`src/rtl/pwm_fade_sequencer.sv`:
```
// Fade sequencer: ramps a PWM duty word toward a commanded target at a prescaled
// tick rate, dwells there for a programmable number of ticks, then pulses done.
module pwm_fade_sequencer #(
    parameter int DW = 8,
    parameter int HW = 8,
    parameter int PW = 16
) (
    input  logic          clk,
    input  logic          rst_n,
    input  logic          ena,
    input  logic          cmd_valid,
    output logic          cmd_ready,
    input  logic [DW-1:0] cmd_target,
    input  logic [3:0]    cmd_step,
    input  logic [HW-1:0] cmd_hold,
    input  logic [PW-1:0] tick_div,
    input  logic          abort,
    output logic [DW-1:0] duty,
    output logic          busy,
    output logic          done
);

    typedef enum logic [1:0] {
        IDLE = 2'd0,
        RAMP = 2'd1,
        HOLD = 2'd2
    } state_t;

    state_t        state_r, state_s;
    logic [DW-1:0] duty_r, duty_s;
    logic          done_r, done_s;
    logic [PW-1:0] presc_r, presc_s;
    logic [HW-1:0] hold_cnt_r, hold_cnt_s;
    logic [DW-1:0] tgt_r, tgt_s;
    logic [3:0]    step_r, step_s;
    logic [HW-1:0] hold_r, hold_s;
    logic          tick_s;
    logic [DW-1:0] ramp_duty_s;

    // One ramp increment toward tgt; compares in DW+1 bits so it can neither
    // overshoot nor wrap. A step of zero moves by one.
    function automatic logic [DW-1:0] ramp_next(
        input logic [DW-1:0] cur,
        input logic [DW-1:0] tgt,
        input logic [3:0]    step
    );
        logic [DW:0]   cur_x;
        logic [DW:0]   tgt_x;
        logic [DW:0]   stp_x;
        logic [DW-1:0] res;
        cur_x = {1'b0, cur};
        tgt_x = {1'b0, tgt};
        stp_x = {{(DW-3){1'b0}}, ((step == 4'd0) ? 4'd1 : step)};
        if (tgt_x > cur_x) begin
            if ((tgt_x - cur_x) <= stp_x) begin
                res = tgt;
            end else begin
                res = cur + stp_x[DW-1:0];
            end
        end else if (cur_x > tgt_x) begin
            if ((cur_x - tgt_x) <= stp_x) begin
                res = tgt;
            end else begin
                res = cur - stp_x[DW-1:0];
            end
        end else begin
            res = tgt;
        end
        return res;
    endfunction

    assign tick_s      = (presc_r == tick_div);
    assign ramp_duty_s = ramp_next(duty_r, tgt_r, step_r);
    assign cmd_ready   = (state_r == IDLE) & ena & ~abort;
    assign busy        = (state_r != IDLE);
    assign duty        = duty_r;
    assign done        = done_r;

    // Next-state, datapath and done decode; ena low freezes everything.
    always_comb begin
        state_s    = state_r;
        duty_s     = duty_r;
        done_s     = 1'b0;
        presc_s    = presc_r;
        hold_cnt_s = hold_cnt_r;
        tgt_s      = tgt_r;
        step_s     = step_r;
        hold_s     = hold_r;
        if (ena) begin
            case (state_r)
                IDLE: begin
                    if (cmd_valid && !abort) begin
                        tgt_s      = cmd_target;
                        step_s     = cmd_step;
                        hold_s     = cmd_hold;
                        presc_s    = {PW{1'b0}};
                        hold_cnt_s = {HW{1'b0}};
                        state_s    = RAMP;
                    end else begin
                        state_s = IDLE;
                    end
                end
                RAMP: begin
                    if (abort) begin
                        state_s = IDLE;
                    end else if (tick_s) begin
                        presc_s = {PW{1'b0}};
                        duty_s  = ramp_duty_s;
                        if (ramp_duty_s == tgt_r) begin
                            state_s    = HOLD;
                            hold_cnt_s = {HW{1'b0}};
                        end else begin
                            state_s = RAMP;
                        end
                    end else begin
                        presc_s = presc_r + PW'(1);
                    end
                end
                HOLD: begin
                    if (abort) begin
                        state_s = IDLE;
                    end else if (tick_s) begin
                        presc_s = {PW{1'b0}};
                        if (hold_cnt_r == hold_r) begin
                            done_s  = 1'b1;
                            state_s = IDLE;
                        end else begin
                            hold_cnt_s = hold_cnt_r + HW'(1);
                        end
                    end else begin
                        presc_s = presc_r + PW'(1);
                    end
                end
                default: begin
                    state_s = IDLE;
                end
            endcase
        end else begin
            done_s = 1'b0;
        end
    end

    // State and datapath registers with synchronous active-high reset.
    always_ff @(posedge clk) begin
        if (rst_n) begin
            state_r    <= IDLE;
            duty_r     <= {DW{1'b0}};
            done_r     <= 1'b0;
            presc_r    <= {PW{1'b0}};
            hold_cnt_r <= {HW{1'b0}};
            tgt_r      <= {DW{1'b0}};
            step_r     <= 4'd0;
            hold_r     <= {HW{1'b0}};
        end else begin
            state_r    <= state_s;
            duty_r     <= duty_s;
            done_r     <= done_s;
            presc_r    <= presc_s;
            hold_cnt_r <= hold_cnt_s;
            tgt_r      <= tgt_s;
            step_r     <= step_s;
            hold_r     <= hold_s;
        end
    end

endmodule

```
`config.mk`:
```
export PLATFORM = sky130hd
export DESIGN_NAME = pwm_fade_sequencer
export DESIGN_NICKNAME = d
export VERILOG_FILES = /design/src/rtl/pwm_fade_sequencer.sv
export SDC_FILE = /design/constraint.sdc
export NUM_CORES = 1
export LEC_CHECK = 0
export CAP_MARGIN = 20
export CORE_ASPECT_RATIO = 1.1
export CORE_UTILIZATION = 50
export DETAILED_ROUTE_END_ITERATION = 10
export GPL_ROUTABILITY_DRIVEN = 0
export PLACE_DENSITY = 0.82
export SLEW_MARGIN = 20
export SYNTH_ARGS = -nofsm -noshare
export SYNTH_HDL_FRONTEND = slang
export SYNTH_SLANG_ARGS = --single-unit
```
`constraint.sdc`:
```
create_clock -name clk -period 10.83 [get_ports clk]
set_input_delay 1.6245 -clock clk [delete_from_list [all_inputs] [get_ports clk]]
set_output_delay 1.6245 -clock clk [all_outputs]
set_load 0.02 [all_outputs]
```
==> metrics.md <==
| Metric | Value |
|---|---|
| Status | `finished, final reports clean` |
| CTS tree | `built` |
| Count of final max-slew check failures | `0` |
| Core box area | `approximately 9000 sq um` |
| RSZ-0062 raised after global routing | `false` |
| Required time of the worst setup path | `9210 ps` |
| Max Clock Skew | `between 8 and 9 ps` |
| Clock latency on the worst-skew pair | `a little over 300 ps` |
| 1st-iter DRT viols | `204` |
| Max VDD drop | `between 0.08 and 0.09 mV` |
| Largest family of logic cells by synthesized area | `compound AO/OA/AOI/OAI gates` |
| Vias in the first global route | `~4300` |
| ANT cells | `0` |
| Compound-cell area share of the yosys netlist | `about 25%` |
| Worst hold slack | `475 ps` |
| Synth Cell Area | `roughly 4700 sq um` |
| Num CTS Buffers | `5` |
| Relative slew slack | `a little under half` |
| Fillers | `804` |
| Initial antenna violation count | `0` |
| Die Y | `~100 microns` |
| Synthesized net count | `approximately 670` |
| Post-DRT Antenna Nets | `0` |
| DR DRC count | `0` |
| Final Hold Viols | `0` |
| Largest net degree at the start of global routing | `41` |
| Min-Delay Path Class | `reg2reg` |
| PwrDens | `between 80 and 90 nW/um^2` |
| Vias/cell | `5.91` |
| Mapped Avg Cell Area | `just under 8 sq um` |
| CP max stage delay | `between 600 and 700 ps` |
| CTS root buffer | `clkbuf_8` |
| Adder-cell share of the synthesized area | `roughly an eighth` |
| Via count | `4372` |
| IO buf count | `51` |
| Slowest cell on crit path | `clkdlybuf4s50_1` |
| Seq cells post-synth | `55` |
| Grt ovf | `0` |
| Hpwl dp | `8740 microns` |
| Fmax | `between 0.2 and 0.25 GHz` |
| Pre-CTS WS | `just over 6000 ps` |
| CP max FO | `6` |
| Final setup fails | `0` |
| Minimum clock period | `4670 ps` |
| Post-CTS Setup Bufs | `0` |
| WS Path Type | `in2out` |
| # IOs | `52` |
| CP Cell Sequence | `clkdlybuf4s50_1 -> inv_1 -> nand2_1 -> nor2_1 -> clkdlybuf4s50_1` |
| Post-synth EDFFs | `0` |
| Chip Width | `94.1 microns` |
| Share of layout cells above drive strength 1 | `5.91%` |
| Max clock buf depth | `2` |
| FFs w/ async S/R, synth | `0%` |
| Cts hold-fix bufs | `0` |
| Initial core utilization | `52.0%` |
| Worst path most repeated cell | `clkdlybuf4s50_1` |
| Setup tns final | `0 ps` |
| Final worst slack | `about 6200 ps` |
| Worst Setup End Kind | `primary output` |
| First-pass GRT wire length | `roughly 19000 microns` |
| Full die area | `9710 sq um` |
| Htree depth | `2` |
| FP Rows | `36` |
| MaxCap Viol Count | `0` |
| Slew @ Worst Pin | `809 ps` |
| Proportion of synthesized area in mux cells | `0.483%` |
| Clk slew on worst S/H paths | `90 ps` |
| Final #Nets | `about 700` |
| Post-cts sizing count | `0` |
| Layout area overhead | `14.0%` |
| Top FF cell, synth | `dfxtp_1` |
| Leak | `approximately 2.1 nW` |
| CP arrival | `approximately 3000 ps` |
| Simple-gate portion of the synthesized area | `a little under a quarter` |
| Startpoint types | `input pin` |
| DRT Wirelength | `approximately 11000 microns` |
| Synth Warn # | `0` |
| DRT Pass-1 Iters | `5` |
| DR WL/cell | `around 15 microns` |
| Register area share after synthesis | `around a quarter` |
| Synth cell types | `just under 80` |
| Cell count after synthesis | `between 500 and 600` |
| Total GRT Usage | `roughly 25%` |
| Post-Synth XOR/XNOR Area | `a little under an eighth` |
| Sink Count | `55` |
| Fin crit share | `between 40% and 50%` |
-- Yosys cell counts, types with 4 or more instances --
cell | n | share of area [%]
a22oi_1 | 5 | 0.81
nand2_1 | 78 | 6.3
dfxtp_1 | 55 | 24
inv_1 | 38 | 3.1
xor2_1 | 38 | 7.1
nor3_1 | 11 | 1.2
nor2b_1 | 9 | 1.2
ha_1 | 37 | 9.9
and3_1 | 7 | 0.94
fa_1 | 4 | 1.7
o2bb2ai_1 | 4 | 0.75
a31oi_1 | 4 | 0.54
a21o_1 | 7 | 1.1
a221oi_1 | 6 | 1.1
xnor2_1 | 22 | 4.1
nor4_1 | 7 | 0.94
a211oi_1 | 6 | 0.97
or2_2 | 4 | 0.54
nor2_1 | 40 | 3.2
nand4_1 | 10 | 1.3
o211ai_1 | 6 | 0.97
nor3b_1 | 4 | 0.64
a21oi_1 | 50 | 5.4
clkbuf_1 | 15 | 1.2
a2111oi_4 | 4 | 2.4
o22ai_1 | 4 | 0.54
o21ai_0 | 22 | 2.4
nand2b_1 | 11 | 1.5
nand3_1 | 8 | 0.86
-- worst max-delay path: cells and delay by family --
| family | cells | cell delay, ps |
|---|---|---|
| buffers and inverters | 3 | 1200 |
| AND/OR/NAND/NOR | 2 | 210 |
-- state kept, by name, summed over array words and instances, names as in the netlist --
| signal | flops |
|---|---|
| done | 1 |
| duty | 8 |
| hold_cnt_r | 8 |
| hold_r | 8 |
| presc_r | 16 |
| state_r | 2 |
| step_r | 4 |
| tgt_r | 8 |
-- final cells by class --
cell class | instances | area (sq um) | area share [%]
timing repair buffer | 53 | 526 | 9.89
inverter | 40 | 150 | 2.83
multi-input combinational | 470 | 3290 | 62.0
clock buffer | 8 | 100 | 1.88
tap | 114 | 143 | 2.68
sequential | 55 | 1100 | 20.7
-- layer usage --
layer / GRT usage [%] / share of wire [%] / vias to the layer above
met3: 2.78 / 3.5 / 29
met2: 46.4 / 51 / 125
met4: 10.8 / 2.7 / 0
met5: 0 / 0 / -
met1: 28.0 / 43 / 2069
li1: - / - / 2149
-- power by group --
part           internal (mW)  leakage [nW]  total, mW  switching (mW)
Combinational         0.0572          1.60      0.126          0.0688
Clock                 0.0586        0.0515      0.125          0.0659
Sequential             0.205         0.444      0.209         0.00415
Total                  0.321          2.09      0.460           0.139
-- worst paths after layout --
kind / cells past startpoint / start / endpoint / slack (ps)
setup reg to reg: 16 / duty[1] / hold_cnt_r[6] / 6530
hold / removal: 2 / hold_r[3] / hold_r[3] / 470
setup / recovery: 5 / abort / cmd_ready / 6160
hold reg to reg: 2 / hold_r[3] / hold_r[3] / 470
-- metrics by stage --
stage | util [%] | instances | power (mW) | instance area (sq um)
6_report | 59.3 | 740 | 0.460 | 5310
5_1_grt | 59.3 | 740 | 0.481 | 5310
4_1_cts | 59.2 | 740 | 0.460 | 5310
3_5_place_dp | 58.1 | 732 | 0.338 | 5210
3_3_place_gp | 58.1 | 732 | 0.334 | 5210
2_1_floorplan | - | 589 | 0.301 | 4660
-- cell usage in the layout, fill, tap and decap left out, types with 7 or more instances in the layout --
master           Yosys  routed
xor2_1              38      38
a21o_1               7       7
nor4_1               7       7
nor3_1              11      11
nand2_1             78      78
inv_1               38      38
clkdlybuf4s50_1      0      51
a21oi_1             50      50
nand4_1             10      10
o21ai_0             22      22
clkbuf_8             0       7
nor2_1              40      40
nor2b_1              9       9
nand2b_1            11      11
dfxtp_1             55      55
and3_1               7       7
xnor2_1             22      22
nand3_1              8       8
ha_1                37      37
-- cells by family (layout without fill, tap and decap cells) --
kind of cell,count (synthesis),count (layout)
simple gates,212,212
fa+ha+maj,41,41
mux,2,2
compound gates,155,155
xor+xnor,60,60
buf+inv,64,101
flops,55,55
No activity file was read; power rests on OpenSTA's default activity.
